File: src/rtl/hssl_pkg.sv
// Shared HSSL definitions: configuration key defaults, register-address field
// layout used by the register bank, and the packet container type.
package hssl_pkg;

  localparam logic [31:0] CFG_KEY_DEF  = 32'hffff_fe00;
  localparam logic [31:0] CFG_MASK_DEF = 32'hffff_ff00;

  // Register word address layout: section in [6:4], register number in [3:0].
  localparam int SEC_BITS    = 3;
  localparam int REG_BITS    = 4;
  localparam int PRX_SEC_LSB = 4;

  typedef struct packed {
    logic [31:0] key;
    logic [31:0] payload;
    logic        has_pld;
  } pkt_t;

  function automatic logic key_hit(
    input logic [31:0] key,
    input logic [31:0] ref_key,
    input logic [31:0] mask
  );
    return (key & mask) == (ref_key & mask);
  endfunction

endpackage

File: src/rtl/pkt_fwd_reg.sv
// Single-entry valid/ready pipeline register. A new packet may be loaded in the
// same cycle the held one drains, so it sustains one packet per cycle.
module pkt_fwd_reg
  import hssl_pkg::*;
(
  input  logic clk,
  input  logic resetn,
  input  pkt_t din,
  input  logic load,
  output logic free,
  output pkt_t dout,
  output logic vld,
  input  logic rdy
);

  pkt_t pkt_p1;
  logic vld_p1;

  assign free = !vld_p1 || rdy;

  // Stage p0 -> p1: load has priority over drain.
  always_ff @(posedge clk or negedge resetn) begin
    if (!resetn) begin
      vld_p1 <= 1'b0;
      pkt_p1 <= '0;
    end else if (load) begin
      vld_p1 <= 1'b1;
      pkt_p1 <= din;
    end else if (rdy) begin
      vld_p1 <= 1'b0;
    end
  end

  assign dout = pkt_p1;
  assign vld  = vld_p1;

endmodule

File: src/rtl/hssl_cfg_pkt_rx.sv
// HSSL configuration packet receiver: turns key-matched packets into register
// writes and forwards every other packet, in order, to the input router.
module hssl_cfg_pkt_rx
  import hssl_pkg::*;
#(
  parameter logic [31:0] CFG_KEY   = CFG_KEY_DEF,
  parameter logic [31:0] CFG_MASK  = CFG_MASK_DEF,
  parameter int          ADDR_BITS = 8
) (
  input  logic                 clk,
  input  logic                 resetn,
  input  logic [31:0]          pkt_key_in,
  input  logic [31:0]          pkt_payload_in,
  input  logic                 pkt_has_pld_in,
  input  logic                 pkt_vld_in,
  output logic                 pkt_rdy_out,
  output logic [31:0]          fwd_key_out,
  output logic [31:0]          fwd_payload_out,
  output logic                 fwd_has_pld_out,
  output logic                 fwd_vld_out,
  input  logic                 fwd_rdy_in,
  output logic [ADDR_BITS-1:0] prx_addr_out,
  output logic [31:0]          prx_wdata_out,
  output logic                 prx_en_out,
  output logic                 cfg_wr_evt_out,
  output logic                 cfg_err_evt_out
);

  logic released_p0;
  logic slot_free_p0;
  logic accept_p0;
  logic cfg_hit_p0;
  logic wr_p0;
  logic err_p0;
  logic fwd_load_p0;
  pkt_t in_pkt_p0;

  pkt_t                 fwd_pkt_p1;
  logic                 fwd_vld_p1;
  logic                 prx_en_p1;
  logic                 wr_evt_p1;
  logic                 err_evt_p1;
  logic [ADDR_BITS-1:0] prx_addr_p1;
  logic [31:0]          prx_wdata_p1;

  // Ready stays low until the first edge after reset release.
  always_ff @(posedge clk or negedge resetn) begin
    if (!resetn) released_p0 <= 1'b0;
    else         released_p0 <= 1'b1;
  end

  // Both packet classes share one accept rule so ordering is never violated.
  assign pkt_rdy_out = released_p0 && slot_free_p0;
  assign accept_p0   = pkt_vld_in && pkt_rdy_out;
  assign cfg_hit_p0  = key_hit(pkt_key_in, CFG_KEY, CFG_MASK);
  assign wr_p0       = accept_p0 && cfg_hit_p0 && pkt_has_pld_in;
  assign err_p0      = accept_p0 && cfg_hit_p0 && !pkt_has_pld_in;
  assign fwd_load_p0 = accept_p0 && !cfg_hit_p0;

  assign in_pkt_p0 = '{key: pkt_key_in, payload: pkt_payload_in, has_pld: pkt_has_pld_in};

  pkt_fwd_reg u_fwd_reg (
    .clk    (clk),
    .resetn (resetn),
    .din    (in_pkt_p0),
    .load   (fwd_load_p0),
    .free   (slot_free_p0),
    .dout   (fwd_pkt_p1),
    .vld    (fwd_vld_p1),
    .rdy    (fwd_rdy_in)
  );

  // Stage p0 -> p1: register-write strobe and event pulses, no backpressure.
  always_ff @(posedge clk or negedge resetn) begin
    if (!resetn) begin
      prx_en_p1  <= 1'b0;
      wr_evt_p1  <= 1'b0;
      err_evt_p1 <= 1'b0;
    end else begin
      prx_en_p1  <= wr_p0;
      wr_evt_p1  <= wr_p0;
      err_evt_p1 <= err_p0;
    end
  end

  // Address and data hold their last written values between strobes.
  always_ff @(posedge clk or negedge resetn) begin
    if (!resetn) begin
      prx_addr_p1  <= '0;
      prx_wdata_p1 <= '0;
    end else if (wr_p0) begin
      prx_addr_p1  <= pkt_key_in[ADDR_BITS-1:0];
      prx_wdata_p1 <= pkt_payload_in;
    end
  end

  assign fwd_key_out     = fwd_pkt_p1.key;
  assign fwd_payload_out = fwd_pkt_p1.payload;
  assign fwd_has_pld_out = fwd_pkt_p1.has_pld;
  assign fwd_vld_out     = fwd_vld_p1;

  assign prx_en_out      = prx_en_p1;
  assign prx_addr_out    = prx_addr_p1;
  assign prx_wdata_out   = prx_wdata_p1;
  assign cfg_wr_evt_out  = wr_evt_p1;
  assign cfg_err_evt_out = err_evt_p1;

endmodule

File: config.mk
export PLATFORM = sky130hd
export DESIGN_NAME = hssl_cfg_pkt_rx
export DESIGN_NICKNAME = d
export VERILOG_FILES = /design/src/rtl/hssl_pkg.sv /design/src/rtl/pkt_fwd_reg.sv /design/src/rtl/hssl_cfg_pkt_rx.sv
export SDC_FILE = /design/constraint.sdc
export NUM_CORES = 1
export LEC_CHECK = 0
export CAP_MARGIN = 20
export CORE_UTILIZATION = 43
export DETAILED_ROUTE_END_ITERATION = 8
export GPL_TIMING_DRIVEN = 1
export HOLD_SLACK_MARGIN = 0.03
export PLACE_DENSITY = 0.84
export REMOVE_ABC_BUFFERS = 1
export SLEW_MARGIN = 5
export SYNTH_ARGS = -nofsm -noshare
export SYNTH_HDL_FRONTEND = slang
export SYNTH_SLANG_ARGS = --single-unit
File: constraint.sdc
create_clock -name clk -period 2 [get_ports clk]
set_input_delay 0.4 -clock clk [delete_from_list [all_inputs] [get_ports clk]]
set_output_delay 0.4 -clock clk [all_outputs]
set_load 0.1 [all_outputs]
==> summary.txt <==
Worst Skew: 0.008171 ns
Switching part of the total: 0.4424
CORE AREA: 9729 sq um
# Post-CTS Setup Buffers: 0
Fin Setup TNS: 0 ns
Synth warnings: 0
Worst slack at placement: -0.3067 ns
Die H: 102.1 microns
Ant. Diodes: 0
GR Util met2: 0.3273
Clk sink count: 109
Fin cells: 581
M1 GR Usage: 0.2337
Sw Pwr: 3.044 mW
Reg clk slew, reported paths: 0.10 ns
Proportion of layout cells with a drive suffix above 1: 0.5647
Total grt overflow: 0
Dpl cells: 564
Yosys top cell area share: 0.6326
Total power: 6.882 mW
Total CTS buffers: 9
Routed Antenna Nets: 0
Nets@finish: 512
Fin crit share: 0.9682
Worst Setup SP: pkt_key_in[28]
Comb pwr share: 0.427
Crit path kind: in2reg
Worst Hold Slack: 0.4964 ns
Die width: 102.1 microns
Final hold violation count: 0
Post-Route Utilization: 0.6488
Clock share of power: 0.195
Most common cell after layout, fill and taps aside: buf_4
Top post-synthesis cells by area: dfrtp_1, mux2_4, mux2_2
Syn Inst Count: 246
Post-Synthesis Cell Area: 4312 sq um
Final setup viols: 0
RSZ-0062 raised after global routing: no
Slew Viols, Final: 0
Worst-path cell chain: clkdlybuf4s50_1, nand4_1, nor4_4, buf_4, a21oi_4, buf_12, mux2_4
CP peak stage delay: 0.49 ns
Die area: 10430 sq um
Average cell area after synthesis: 17.53 sq um
Most frequent cells in the layout: buf_4, dfrtp_1, clkdlybuf4s50_1, mux2_2, mux2_4
Setup crit start kind: input pin
Pwr dens: 1090 nW/um^2
Fraction of the yosys area taken by sequential cells: 0.6326
Vias per cell: 4.788
Initial antenna violation count: 0
Static leakage power: 3.121 nW
CP Capture Type: flip-flop
Cell family with most CP delay: buffers and inverters
GRT Total Usage: 0.1918
Gpl congestion: 0.7367
Vias in the first global route: 2947
Sequential Power Share: 0.378
Vias: 2782
Worst-path maximum fanout: 32
Type of the worst min-delay path: in2async
Seq cells post-synth: 109
Slowest stage cell, crit path: clkdlybuf4s50_1
GR peak layer: met2
Clock latency on the worst-skew pair: 0.35 ns
Wire length of the first global-routing pass: 15100 microns
GR Util met3: 0.05062
Finished Cell Area: 6312 sq um
Drt total wl: 9765 microns
Area after DPL: 6093 sq um
Drt pass-1 iters: 4
Routed WL per cell: 16.81 microns
Dominant cell type by area after synthesis: dfrtp_1
R2R setup slack: 0.31 ns
Row cnt: 36
Minimum clock period: 1.936 ns
Internal power: 3.838 mW
CTS tree: done
Top Ports: 179
CP required: 2.24 ns
Clk root buf: clkbuf_8
PortBufs: 178
Synth-to-layout area growth: 46.40%
Max Cap Viol: 0
Deepest clock path buffer count: 2
Number of DRC markers in iteration 0: 69
Buffers & Inverters on Critical Path: 3
Synth cell types: 20
Largest net degree at the start of global routing: 57
Hpwl dp: 7234 microns
Worst r2r src: u_fwd_reg.vld
Maximum clock rate: 0.5164 GHz
Status: finished clean
VDD IR-drop max: 704.4 uV
H-tree levels: 3
# DRC: 0
Fin worst setup slack: 0.06359 ns
Crit path DAT: 2.18 ns
Initial core utilization: 0.4432
-- registers in the layout (all words and copies together), names as in the netlist --
| name | cells |
|---|---|
| prx_addr_out | 8 |
| prx_wdata_out | 32 |
| u_fwd_reg.dout | 65 |
| released_p0 | 1 |
| u_fwd_reg.vld | 1 |
| cfg_err_evt_out | 1 |
| cfg_wr_evt_out | 1 |
-- worst reg2reg max path: cells and delay by family (launching register included) --
| family | cells | cell delay (ns) |
|---|---|---|
| AO/OA/AOI/OAI | 1 | 0.22 |
| flip-flops | 1 | 0.39 |
| buffers and inverters | 1 | 0.28 |
| multiplexers | 1 | 0.40 |
| AND/OR/NAND/NOR | 2 | 0.30 |
-- final cells by class --
type                    instances  area [sq um]
flip-flops and latches        109          2728
well taps                     133         166.4
clock inverters                 5         58.81
multi-input cells             125          1511
fillers                       723          3417
clock buffers                  11         141.4
repair buffers                198          1707
-- layer usage --
| layer | share of wire | vias up |
|---|---|---|
| met4 | 0.0093 | 0 |
| met1 | 0.40 | 1409 |
| met5 | 0 | - |
| met3 | 0.066 | 9 |
| li1 | - | 1262 |
| met2 | 0.52 | 102 |
-- final timing paths --
kind                       depth (start not counted)                  to
setup / recovery                                   7  u_fwd_reg.dout[49]
hold / removal                                     2  u_fwd_reg.dout[63]
setup reg to reg                                   5  u_fwd_reg.dout[38]
hold reg to reg                                    1    prx_wdata_out[4]
max in group asynchronous                          3       u_fwd_reg.vld
min in group clk                                   1    prx_wdata_out[4]
-- power groups by stage --
stage	registers, mW	clock network (mW)	logic [mW]
after floorplan	4.43	0	0.444
after global placement	2.63	0	2.92
after detailed placement	2.64	0	2.95
after CTS	2.61	1.38	2.96
after global routing	2.63	1.46	3.02
final	2.60	1.34	2.94
-- kinds of logic after synthesis --
family,share of synthesized area
flops,0.6326
simple gates,0.02380
buf+inv,0.02147
compound gates,0.003481
other cells,0.0008697
mux,0.3178
-- cells in the mapped netlist --
master	n
nor3_1	1
mux2_4	50
nand2_1	2
mux2_2	55
and3_1	1
nor2_1	2
conb_1	1
buf_6	5
a21oi_1	1
buf_4	1
buf_1	1
nand4b_1	1
buf_2	5
a21bo_2	1
dfrtp_1	109
nand3_1	1
nand2b_1	1
nand4_1	6
nor4_2	1
and2_1	1
-- repair_timing --
item,CTS,global route
hold buffers,1,0
hold endpoints to repair,25,0
resized for setup,0,1
endpoints found under the setup margin,0,4
Note: power is estimated with default switching activity, not from simulation.
